--- src/rtl/usart_rx_buffer.sv ---
// usart_rx_buffer
//   Receive-side buffer for a USART. Accepts frames from the receiver stage
//   through a level handshake (rx_available/rx_error -> rx_acknowledge). It
//   stores good bytes in a DEPTH-entry FIFO and keeps sticky overrun and
//   framing-error flags.
//
// Ports
//   i_comm_clock      sole clock, rising edge
//   i_reset_n         synchronous active-low reset
//   i_rx_data         received byte
//   i_rx_available    level: good frame waiting
//   i_rx_error        level: frame with bad stop bit waiting
//   o_rx_acknowledge  level: frame consumed
//   i_read_strobe     pop head entry (ignored when empty)
//   o_data_out        head entry, 8'h00 when empty
//   o_data_valid      FIFO not empty
//   o_count           stored entries, 0..DEPTH
//   o_overrun         sticky: good byte dropped because FIFO full
//   o_framing_error   sticky: errored frame received
//   i_clear_errors    clear both sticky flags
module usart_rx_buffer #(
  parameter int unsigned DEPTH = 16,
  parameter int unsigned AW    = 4
) (
  input  logic          i_comm_clock,
  input  logic          i_reset_n,
  input  logic [7:0]    i_rx_data,
  input  logic          i_rx_available,
  input  logic          i_rx_error,
  output logic          o_rx_acknowledge,
  input  logic          i_read_strobe,
  output logic [7:0]    o_data_out,
  output logic          o_data_valid,
  output logic [AW:0]   o_count,
  output logic          o_overrun,
  output logic          o_framing_error,
  input  logic          i_clear_errors
);

  localparam logic [AW:0] FullCount = (AW + 1)'(DEPTH);

  typedef enum logic [1:0] {
    StIdle,
    StAck,
    StRelease
  } state_e;

  state_e        r_state, w_state_d;
  logic [7:0]    r_mem [DEPTH];
  logic [AW-1:0] r_wptr, r_rptr;
  logic [AW:0]   r_count;
  logic          r_overrun, r_framing_error;

  logic          w_full, w_empty;
  logic          w_pop, w_push;
  logic          w_set_overrun, w_set_framing;

  assign w_empty = (r_count == '0);
  assign w_full  = (r_count == FullCount);
  assign w_pop   = i_read_strobe && !w_empty;

  // Handshake FSM: next state plus push/flag-set decode
  always_comb begin
    w_state_d     = r_state;
    w_push        = 1'b0;
    w_set_overrun = 1'b0;
    w_set_framing = 1'b0;
    unique case (r_state)
      StIdle: begin
        if (i_rx_error) begin
          w_set_framing = 1'b1;
          w_state_d     = StAck;
        end else if (i_rx_available) begin
          // A pop in the same cycle frees a slot, so a full FIFO still accepts.
          if (!w_full || w_pop) begin
            w_push = 1'b1;
          end else begin
            w_set_overrun = 1'b1;
          end
          w_state_d = StAck;
        end
      end
      StAck: begin
        if (!i_rx_available && !i_rx_error) begin
          w_state_d = StRelease;
        end
      end
      StRelease: begin
        w_state_d = StIdle;
      end
      default: begin
        w_state_d = StIdle;
      end
    endcase
  end

  always_ff @(posedge i_comm_clock) begin
    if (!i_reset_n) begin
      r_state <= StIdle;
    end else begin
      r_state <= w_state_d;
    end
  end

  // Pointers and occupancy
  always_ff @(posedge i_comm_clock) begin
    if (!i_reset_n) begin
      r_wptr  <= '0;
      r_rptr  <= '0;
      r_count <= '0;
    end else begin
      if (w_push) begin
        r_wptr <= r_wptr + 1'b1;
      end
      if (w_pop) begin
        r_rptr <= r_rptr + 1'b1;
      end
      unique case ({w_push, w_pop})
        2'b10:   r_count <= r_count + 1'b1;
        2'b01:   r_count <= r_count - 1'b1;
        default: r_count <= r_count;
      endcase
    end
  end

  // Storage is not reset; occupancy alone decides what is visible.
  always_ff @(posedge i_comm_clock) begin
    if (i_reset_n && w_push) begin
      r_mem[r_wptr] <= i_rx_data;
    end
  end

  // Sticky flags: a set event beats a simultaneous clear
  always_ff @(posedge i_comm_clock) begin
    if (!i_reset_n) begin
      r_overrun       <= 1'b0;
      r_framing_error <= 1'b0;
    end else begin
      if (w_set_overrun) begin
        r_overrun <= 1'b1;
      end else if (i_clear_errors) begin
        r_overrun <= 1'b0;
      end
      if (w_set_framing) begin
        r_framing_error <= 1'b1;
      end else if (i_clear_errors) begin
        r_framing_error <= 1'b0;
      end
    end
  end

  assign o_rx_acknowledge = (r_state == StAck);
  assign o_data_valid     = !w_empty;
  assign o_data_out       = w_empty ? 8'h00 : r_mem[r_rptr];
  assign o_count          = r_count;
  assign o_overrun        = r_overrun;
  assign o_framing_error  = r_framing_error;

endmodule

--- config.mk ---
export PLATFORM = sky130hd
export DESIGN_NAME = usart_rx_buffer
export DESIGN_NICKNAME = d
export VERILOG_FILES = /design/src/rtl/usart_rx_buffer.sv
export SDC_FILE = /design/constraint.sdc
export NUM_CORES = 1
export LEC_CHECK = 0
export BUFFER_PORTS_ARGS = -buffer_cell sky130_fd_sc_hd__buf_2
export CORE_MARGIN = 4
export CORE_UTILIZATION = 54
export CTS_CLUSTER_SIZE = 8
export DETAILED_ROUTE_END_ITERATION = 8
export GPL_ROUTABILITY_DRIVEN = 1
export PLACE_DENSITY = 0.72
export SLEW_MARGIN = 20
export SYNTH_ARGS = -nofsm -noshare
export SYNTH_HDL_FRONTEND = slang
export SYNTH_SLANG_ARGS = --single-unit
--- constraint.sdc ---
create_clock -name i_comm_clock -period 3.63 [get_ports i_comm_clock]
set_clock_uncertainty 0.1 [all_clocks]
set_input_delay 0.363 -clock i_comm_clock [delete_from_list [all_inputs] [get_ports i_comm_clock]]
set_output_delay 0.363 -clock i_comm_clock [all_outputs]
set_load 0.03 [all_outputs]
==> summary.md <==
| Metric | Value |
|---|---|
| Sequential cell area fraction in the yosys report | 70.87% |
| Pin count of the biggest net entering global routing | 33 |
| Final Setup Violations | 0 |
| Overall Power | 0.004573 W |
| Clk_lat worst skew | 0.52 ns |
| P_int | 0.003279 W |
| Remaining DRCs | 0 |
| CP top delay family | flip-flops |
| Worst min path class | primary input to flop |
| Clock share of power | 35.8% |
| Arrival time at the worst endpoint | 2.79 ns |
| Total negative setup slack | 0 ns |
| Commonest non-fill, non-tap cell in the layout | edfxtp_1 |
| Top achievable clock speed | 307.3 MHz |
| ANT nets after route | 0 |
| Slowest library cell on the worst path | dfxtp_2 |
| Clock root buffer | clkbuf_8 |
| Proportion of layout cells with a drive suffix above 1 | 27.04% |
| Commonest cells after routing, fill and taps aside | edfxtp_1, mux4_2, buf_2 |
| Sw frac | 28.30% |
| Worst Tran Pin Value | 0.9009 ns |
| CTS max path bufs | 2 |
| Post-DP HPWL | 7126 um |
| Number of global-route vias before repair | 3,296 |
| Status | finished, final reports clean |
| Initial Util | 55.26% |
| Worst VDD drop | 478.8 uV |
| Post-layout net count | 403 |
| Area growth, synth to finish | 14.95% |
| Mapped Cells | 336 |
| PwrDens | 661.2 nW/um2 |
| RePlAce Congestion | 0.7497 |
| # diodes | 0 |
| Max-cap viol count | 0 |
| Critical Path, Cell by Cell | buf_4, mux4_2, a211oi_1, a211oi_1, buf_2 |
| WHS | 0.06700 ns |
| Finished Core Util | 63.53% |
| H-Tree Depth | 4 |
| Crit path launch type | flop |
| Iter 0 DRT Violations | 269 |
| Final hold viol count | 0 |
| Vias per cell | 5.776 |
| Post_cts resized | 0 |
| CTS tree | yes |
| Comb pwr share | 21.5% |
| Synth Net Count | 360 |
| Metal-1 WL | 4466 um |
| RSZ-0062 raised after global routing | false |
| Die Height | 113.6 um |
| #FFs+latches synth | 149 |
| Highest metal used | met4 |
| Yosys cell types | 35 |
| Via count | 3,073 |
| Routed wl met3 | 748 um |
| Rel. slew slack | 39.72% |
| Most common cell on crit path | a211oi_1 |
| Critical path type | flop to output port |
| Gr usage total | 19.32% |
| Synth warn | 0 |
| Metal2 WL | 5784 um |
| Setup crit end kind | output port |
| Pins Over Slew Limit | 0 |
| CTS Buf Count | 17 |
| Worst min-delay path startpoint | i_clear_errors |
| Max incr delay on CP | 0.78 ns |
| Global-route wire length before repair | 18,130 um |
| Flop pwr share | 42.7% |
| Final critical-path share of the clock period | 89.65% |
| Tmin final | 3.254 ns |
| Pleak | 2.327 nW |
| Worst-path clk slew | 0.06 ns |
| CP Buf/Inv Count | 2 |
| Ports | 31 |
| Core area | 10,890 um2 |
| GR Overflow Total | 0 |
| Critical Path RT | 3.17 ns |
| R2R Path Start | o_count[1] |
| Final wirelength | 11,140 um |
| Initial antenna violation count | 0 |
| P_sw | 0.001294 W |
| DRT Pass-1 Iters | 4 |
| Avg WL per Cell | 20.93 um |
| Worst-path fanout max | 20 |
| Die area | 12,900 um2 |
| Die Wd | 113.6 um |
| Row Count | 38 |
| Cell area after synthesis | 6017 um2 |
| Syn Area/Cell | 17.91 um2 |
| Clk sink count | 149 |
| Port Buf Inserts | 30 |
-- per-layer routing --
metal | global-route usage [%] | up-vias
met2 | 31.49 | 99
met3 | 5.570 | 15
met4 | 6.731 | 0
li1 | - | 1412
met5 | 0 | -
met1 | 25.10 | 1547
-- worst register-to-register path, stage by stage, from the launching register on --
cell     delay, ns
dfxtp_1       0.36
or4_1         0.65
o21ai_2       0.30
inv_1         0.09
ha_1          0.28
ha_1          0.31
a21o_1        0.10
a21oi_1       0.08
or4b_2        0.61
nand3_1       0.09
-- state kept, by name (all words and copies together) (netlist names), named ones only --
name	count
r_mem	128
o_framing_error	1
o_overrun	1
r_wptr	4
r_state	2
r_rptr	4
o_count	5
-- through the flow --
| stage | setup slack (ns) | cells | cell area (um2) |
|---|---|---|---|
| after floorplan | 0.7132 | 336 | 6017 |
| after global placement | 0.6999 | 499 | 6345 |
| after detailed placement | 0.6386 | 499 | 6345 |
| after CTS | 0.2920 | 532 | 6917 |
| after global routing | 0.1447 | 532 | 6917 |
| final | 0.3756 | 532 | 6917 |
-- final timing paths --
path,slack [ns],to,cells after the start
setup / recovery,0.38,o_data_out[7],5
setup reg to reg,0.62,o_count[3],9
hold reg to reg,0.41,r_state[0],1
hold / removal,0.07,o_overrun,3
-- Yosys cell counts --
master / count / area (um2)
fa_1: 1 / 20.02
nand4_1: 1 / 6.260
o211ai_1: 1 / 7.510
mux4_2: 32 / 720.7
nor3_1: 5 / 25.02
nor2_1: 16 / 60.06
nor3b_1: 1 / 7.510
nand3_1: 8 / 40.04
xnor2_1: 5 / 43.79
o21a_1: 3 / 22.52
or4_1: 1 / 7.510
buf_6: 1 / 11.26
a21o_1: 1 / 7.510
nor2b_1: 15 / 93.84
edfxtp_1: 128 / 3844
buf_2: 8 / 40.04
a21oi_1: 4 / 20.02
a211oi_1: 16 / 120.1
inv_1: 6 / 22.52
o21ai_2: 1 / 8.760
mux2i_1: 14 / 140.1
o31a_1: 1 / 8.760
o21ai_0: 1 / 5.000
nor4b_1: 2 / 17.52
and2_1: 6 / 37.54
buf_1: 2 / 7.510
nand2b_1: 4 / 25.02
nand4b_1: 1 / 8.760
dfxtp_1: 21 / 420.4
clkbuf_1: 8 / 30.03
ha_1: 9 / 112.6
or4b_2: 1 / 10.01
and4b_1: 2 / 20.02
buf_4: 2 / 15.01
nand2_1: 8 / 30.03
-- cell families after synthesis --
logic type / Yosys count / share of synthesized area [%]
AND/OR/NAND/NOR: 71 / 6.467
flip-flops: 149 / 70.87
buffers and inverters: 27 / 2.100
adder cells (fa/ha/maj): 10 / 2.204
multiplexers: 46 / 14.31
AO/OA/AOI/OAI: 28 / 3.327
XOR/XNOR: 5 / 0.7278
-- cell type report --
cell class                 count  area [um2]
tap                          140       175.2
multi-input combinational    160        1627
clock buffer                  24       460.4
sequential                   149        4265
clock inverter                 8       101.3
fill                         752        3971
inverter                       6       22.52
timing repair buffer          45       265.3
-- what timing repair did --
| action | in CTS | in global routing |
|---|---|---|
| buffers inserted | 0 | 0 |
| hold buffers | 1 | 0 |
| hold endpoints to repair | 1 | 0 |
-- power groups by stage --
stage / Clock (W) / Sequential (W) / Combinational (W)
after floorplan: 0 / 0.00200 / 0.000716
final: 0.00164 / 0.00195 / 0.000983
after detailed placement: 0 / 0.00199 / 0.000990
after CTS: 0.00168 / 0.00195 / 0.000995
after global placement: 0 / 0.00198 / 0.000968
after global routing: 0.00177 / 0.00196 / 0.00107
Note: power is estimated with default switching activity, not from simulation.
